`src/rtl/hazard_pkg.sv`:
```
// Shared types and constants for the pipeline hazard controller.
package hazard_pkg;
   localparam int REG_IDX_W = 5;
   localparam logic [REG_IDX_W-1:0] REG_ZERO = 5'd0;

   typedef enum logic {
      RUN     = 1'b0,
      MD_BUSY = 1'b1
   } hz_state_t;
endpackage

```
`src/rtl/load_use_detect.sv`:
```
// Load-use hazard detect: a load in EX feeds a source register of the instruction in decode.
// Latency: purely combinational, zero cycles.
// Backpressure: none; the hazard flag itself is what stalls the front end.
module load_use_detect
   import hazard_pkg::*;
(
   input  logic [REG_IDX_W-1:0] id_rs,
   input  logic [REG_IDX_W-1:0] id_rt,
   input  logic                 id_uses_rt,
   input  logic [REG_IDX_W-1:0] ex_rt,
   input  logic                 ex_mem_read,
   output logic                 lu
);

   // r0 is hardwired zero, so a load into it never creates a dependency.
   assign lu = ex_mem_read && (ex_rt != REG_ZERO) &&
               ((ex_rt == id_rs) || (id_uses_rt && (ex_rt == id_rt)));

endmodule

```
`src/rtl/pipeline_hazard_ctrl.sv`:
```
// Hazard controller: IF/ID and ID/EX enables for load-use, taken branch and MULT/DIV (PIPELINE_HAZARD_MULDIV_EN).
// Latency: controls are combinational from state and inputs; stall_cycles lags by one cycle.
// Backpressure: front end held (pc/ifid write low) for load-use and the full MULT/DIV occupancy.
module pipeline_hazard_ctrl
   import hazard_pkg::*;
#(
   parameter int MULDIV_LAT = 32,
   parameter int CNT_W      = 16
)(
   input  logic                 clk,
   input  logic                 rst,
   input  logic [REG_IDX_W-1:0] id_rs,
   input  logic [REG_IDX_W-1:0] id_rt,
   input  logic                 id_uses_rt,
   input  logic [REG_IDX_W-1:0] ex_rt,
   input  logic                 ex_mem_read,
   input  logic                 ex_branch_taken,
   input  logic                 ex_muldiv_start,
   output logic                 pc_write,
   output logic                 ifid_write,
   output logic                 ifid_flush,
   output logic                 idex_write,
   output logic                 idex_bubble,
   output logic                 busy,
   output logic [CNT_W-1:0]     stall_cycles
);

   logic             lu;
   logic             md_busy;
   logic             md_go;
   logic [CNT_W-1:0] stall_q;

   load_use_detect u_lu (
      .id_rs       (id_rs),
      .id_rt       (id_rt),
      .id_uses_rt  (id_uses_rt),
      .ex_rt       (ex_rt),
      .ex_mem_read (ex_mem_read),
      .lu          (lu)
   );

`ifdef PIPELINE_HAZARD_MULDIV_EN
   localparam logic [7:0] MD_INIT = 8'(MULDIV_LAT - 1);

   hz_state_t  state;
   logic [7:0] md_cnt;

   // The start cycle counts as the first stall cycle, so MD_BUSY lasts MULDIV_LAT-1 cycles.
   always_ff @(posedge clk) begin
      if (rst) begin
         state  <= RUN;
         md_cnt <= '0;
      end else begin
         case (state)
            RUN: begin
               if (!ex_branch_taken && ex_muldiv_start) begin
                  state  <= MD_BUSY;
                  md_cnt <= MD_INIT;
               end
            end
            MD_BUSY: begin
               md_cnt <= md_cnt - 8'd1;
               if (md_cnt == 8'd1) begin
                  state <= RUN;
               end
            end
            default: state <= RUN;
         endcase
      end
   end

   assign md_busy = (state == MD_BUSY);
   assign md_go   = (state == RUN) && ex_muldiv_start;
`else
   logic unused_md;

   assign unused_md = ^{ex_muldiv_start, MULDIV_LAT[7:0]};
   assign md_busy   = 1'b0;
   assign md_go     = 1'b0;
`endif

   always_comb begin
      pc_write    = 1'b1;
      ifid_write  = 1'b1;
      ifid_flush  = 1'b0;
      idex_write  = 1'b1;
      idex_bubble = 1'b0;
      if (rst) begin
         // Flush both pipeline registers to NOPs while reset is held.
         pc_write    = 1'b0;
         ifid_write  = 1'b0;
         ifid_flush  = 1'b1;
         idex_bubble = 1'b1;
      end else if (md_busy) begin
         pc_write   = 1'b0;
         ifid_write = 1'b0;
         idex_write = 1'b0;
      end else if (ex_branch_taken) begin
         ifid_flush  = 1'b1;
         idex_bubble = 1'b1;
      end else if (md_go) begin
         pc_write   = 1'b0;
         ifid_write = 1'b0;
         idex_write = 1'b0;
      end else if (lu) begin
         pc_write    = 1'b0;
         ifid_write  = 1'b0;
         idex_bubble = 1'b1;
      end
   end

   assign busy = md_busy && !rst;

   always_ff @(posedge clk) begin
      if (rst) begin
         stall_q <= '0;
      end else if (!pc_write && (stall_q != {CNT_W{1'b1}})) begin
         stall_q <= stall_q + 1'b1;
      end
   end

   assign stall_cycles = rst ? '0 : stall_q;

endmodule

```
`config.mk`:
```
export PLATFORM = sky130hd
export DESIGN_NAME = pipeline_hazard_ctrl
export DESIGN_NICKNAME = d
export VERILOG_FILES = /design/src/rtl/hazard_pkg.sv /design/src/rtl/load_use_detect.sv /design/src/rtl/pipeline_hazard_ctrl.sv
export SDC_FILE = /design/constraint.sdc
export NUM_CORES = 1
export LEC_CHECK = 0
export BUFFER_PORTS_ARGS = -buffer_cell sky130_fd_sc_hd__buf_2
export CAP_MARGIN = 5
export CORE_MARGIN = 1.5
export CORE_UTILIZATION = 30
export DETAILED_ROUTE_END_ITERATION = 7
export PLACE_DENSITY = 0.63
export SLEW_MARGIN = 20
export SYNTH_ARGS = -nofsm -noshare
export SYNTH_HDL_FRONTEND = slang
export SYNTH_SLANG_ARGS = --single-unit
```
`constraint.sdc`:
```
create_clock -name clk -period 4.6 [get_ports clk]
set_input_delay 0.92 -clock clk [delete_from_list [all_inputs] [get_ports clk]]
set_output_delay 0.92 -clock clk [all_outputs]
set_load 0.02 [all_outputs]
```
==> results.sh <==
export IMPL_status="finished clean"
export IMPL_synth_distinct_cells=40
export IMPL_clockPowerShare_pct=41.6
export IMPL_multi_input_area_um2=751
export IMPL_htree_levels=1
export IMPL_portBuffers=39
export IMPL_numClockSinks=16
export IMPL_ys_ff_latch=16
export IMPL_synthTopCellsByArea="dfxtp_1 (28%), nor2b_1 (8.3%), nor2_1 (5.3%), mux2_1 (5.0%), mux2_2 (5.0%)"
export IMPL_yosysSeqAreaShare_pct=28.2
export IMPL_die_w_um=64.6
export IMPL_area_growth_pct=23.8
export IMPL_r2r_start="stall_q[0]$_SDFFE_PP0P_"
export IMPL_dp_hpwl_mm=2.00
export IMPL_drc=0
export IMPL_power_frac_comb_pct=13.3
export IMPL_nets=199
export IMPL_hold_violations=0
export IMPL_fin_crit_sh_pct=73.7
export IMPL_synth_top_area_cell="dfxtp_1"
export IMPL_syn_area_um2=1140
export IMPL_startpoint="ex_rt[0]"
export IMPL_ys_flop_type="dfxtp_1"
export IMPL_grt_pass1_wl_mm=4.16
export IMPL_drive_above_1_share_pct=30.7
export IMPL_fmax_mhz=295
export IMPL_critical_path_arrival_ps=2470
export IMPL_hold_class="register to register"
export IMPL_seqPwrFrac_pct=45.1
export IMPL_dieArea_um2=4170
export IMPL_ioPinCount=43
export IMPL_maxSlewHeadroom_pct=62.5
export IMPL_maxCapViolCount=0
export IMPL_largestRegisters="stall_q (16)"
export IMPL_syn_inst=141
export IMPL_cp_end_kind="primary output"
export IMPL_ctsHoldBuffers=0
export IMPL_drt_wl_total_mm=2.58
export IMPL_post_cts_buffers=0
export IMPL_firstDrtPassIters=4
export IMPL_clk_latency_ps=250
export IMPL_fin_tns_setup_ps=0
export IMPL_antenna_found_initial=0
export IMPL_synth_top_area_share_pct=28.2
export IMPL_max_slew_worst_pin_slew_ps=563
export IMPL_cts_resized_gates=0
export IMPL_n_fill_cell=389
export IMPL_drt_initial_drc_count=34
export IMPL_gp_congestion=0.726
export IMPL_track_usage_pct=12.4
export IMPL_die_h_um=64.6
export IMPL_drv_slew=0
export IMPL_leakagePower_nw=0.587
export IMPL_required_ps=3680
export IMPL_cts_buffers=3
export IMPL_via_count=1093
export IMPL_crit_fanout=6
export IMPL_syn_nets=163
export IMPL_regArea_um2=320
export IMPL_p_total_w=0.000308
export IMPL_drtAntennaViolNets=0
export IMPL_power_switching_w=0.0000769
export IMPL_setup_viol=0
export IMPL_regMostFlops="stall_q"
export IMPL_post_route_min_period_ps=3390
export IMPL_yosys_warnings=0
export IMPL_syn_avg_cell_area_um2=8.07
export IMPL_ys_async_sr_fraction_pct=0
export IMPL_post_drt_wl_per_cell_um=11.5
export IMPL_reg2reg_to="stall_q[3]$_SDFFE_PP0P_"
export IMPL_synth_edf_count=0
export IMPL_r2r_slack_ps=2490
export IMPL_clockBufferDepth=2
export IMPL_critPathKind="primary input to primary output"
export IMPL_vias_per_cell=4.88
export IMPL_power_density_nw_per_um2=219
export IMPL_cp_start_kind="primary input"
export IMPL_intPower_w=0.000231
export IMPL_grt_max_degree=35
export IMPL_diodes=0
export IMPL_initial_core_util_pct=31.1
export IMPL_rows=22
export IMPL_ir_worst_vdd_v=0.0000621
export IMPL_path_clk_slew_ps=70
export IMPL_cts_root_buf="clkbuf_8"
export IMPL_reg2regPathDepth=6
export IMPL_cts_tree="done"
export IMPL_finClkSkew_ps=1.03
export IMPL_cp_endpoint="ifid_write"
export IMPL_grt_pass1_vias=942
export IMPL_overflow=0
export IMPL_core_area_um2=3660
export IMPL_largest_reg_flops=16
export IMPL_rsz0062_at_grt="false"
export IMPL_synthTopCellsByCount="dfxtp_1 (16), nor2_1 (16), nor2b_1 (15)"
export IMPL_switching_share_pct=25.0
-- area by class of cell --
type | instances | area share [%]
Clock buffer | 4 | 3.91
Multi-Input combinational cell | 111 | 53.3
Inverter | 5 | 1.33
Sequential cell | 16 | 22.8
Timing Repair Buffer | 40 | 14.4
Tap cell | 48 | 4.27
-- critical path: stages --
cell and delay, ps:
buf_2 120, or4_1 560, o21ai_2 220, nand2b_1 260, nor2_1 90, nor2_1 120, buf_2 180
-- power groups by stage --
stage               registers, W   logic, W  clock network [W]
floorplan               0.000142  0.0000268                  0
global placement        0.000142  0.0000409                  0
detailed placement      0.000142  0.0000416                  0
CTS                     0.000139  0.0000416           0.000132
global route            0.000139  0.0000452           0.000140
finish                  0.000139  0.0000410           0.000128
-- cells in the final DEF (no fill, tap or decap) --
| master | synthesis | layout |
|---|---|---|
| nor3_1 | 5 | 5 |
| nand2b_1 | 1 | 1 |
| buf_4 | 3 | 1 |
| a2bb2oi_1 | 1 | 1 |
| nand2_1 | 5 | 5 |
| nor2_1 | 16 | 16 |
| conb_1 | 2 | 2 |
| o31ai_1 | 2 | 2 |
| o21bai_1 | 1 | 1 |
| and4_4 | 1 | 1 |
| mux2_2 | 5 | 5 |
| o2111ai_1 | 1 | 1 |
| a21o_1 | 1 | 1 |
| xnor2_1 | 5 | 5 |
| and4_1 | 1 | 1 |
| o211ai_1 | 1 | 1 |
| clkbuf_8 | 0 | 4 |
| xor2_1 | 5 | 5 |
| mux2_1 | 5 | 5 |
| or2_2 | 1 | 1 |
| or4_1 | 5 | 5 |
| nor2b_1 | 15 | 15 |
| buf_2 | 2 | 39 |
| nor4_1 | 4 | 4 |
| a21oi_1 | 3 | 3 |
| o21ai_2 | 1 | 1 |
| o41ai_1 | 1 | 1 |
| nand3_2 | 1 | 1 |
| nor4b_1 | 2 | 2 |
| or3_1 | 3 | 3 |
| a311o_1 | 1 | 1 |
| ha_1 | 1 | 1 |
| a221oi_1 | 1 | 1 |
| or4_4 | 1 | 1 |
| nand3_1 | 3 | 3 |
| inv_1 | 5 | 5 |
| dfxtp_1 | 16 | 16 |
| nand4_1 | 7 | 7 |
| o21ai_0 | 3 | 3 |
-- worst min path at each step --
stage,slack [ps],depth (start not counted),end,from
finish,520,2,stall_q[5]$_SDFFE_PP0P_,stall_q[5]$_SDFFE_PP0P_
global route,580,2,stall_q[5]$_SDFFE_PP0P_,stall_q[5]$_SDFFE_PP0P_
CTS,520,2,stall_q[14]$_SDFFE_PP0P_,stall_q[14]$_SDFFE_PP0P_
detailed placement,510,2,stall_q[14]$_SDFFE_PP0P_,stall_q[14]$_SDFFE_PP0P_
global placement,490,2,stall_q[14]$_SDFFE_PP0P_,stall_q[14]$_SDFFE_PP0P_
floorplan,470,2,stall_q[14]$_SDFFE_PP0P_,stall_q[14]$_SDFFE_PP0P_
-- logic make-up (layout without fill, tap and decap cells) --
| family | count (synthesis) | count (layout) | synth area share [%] |
|---|---|---|---|
| adder cells (fa/ha/maj) | 1 | 1 | 1.10 |
| other | 2 | 2 | 0.660 |
| buffers and inverters | 14 | 49 | 5.83 |
| AO/OA/AOI/OAI | 17 | 17 | 10.7 |
| flip-flops | 16 | 16 | 28.2 |
| AND/OR/NAND/NOR | 71 | 71 | 36.0 |
| XOR/XNOR | 10 | 10 | 7.70 |
| multiplexers | 10 | 10 | 9.90 |
-- layer usage --
metal,global-route usage [%],vias up,part of all wire [%]
li1,-,575,-
met1,16.8,494,51
met2,18.8,19,44
met3,2.60,5,3.0
met4,5.59,0,1.5
met5,0,-,0
-- stage by stage --
stage               hold WS [ps]  area [µm²]  cells  worst slack [ps]  utilization, %
floorplan                    467        1140    141              1210               -
global placement             490        1350    220              1210            36.9
detailed placement           505        1350    220              1200            36.9
CTS                          516        1410    224              1190            38.4
global route                 575        1410    224              1070            38.4
finish                       519        1410    224              1210            38.4
Note: power is estimated with default switching activity, not from simulation.
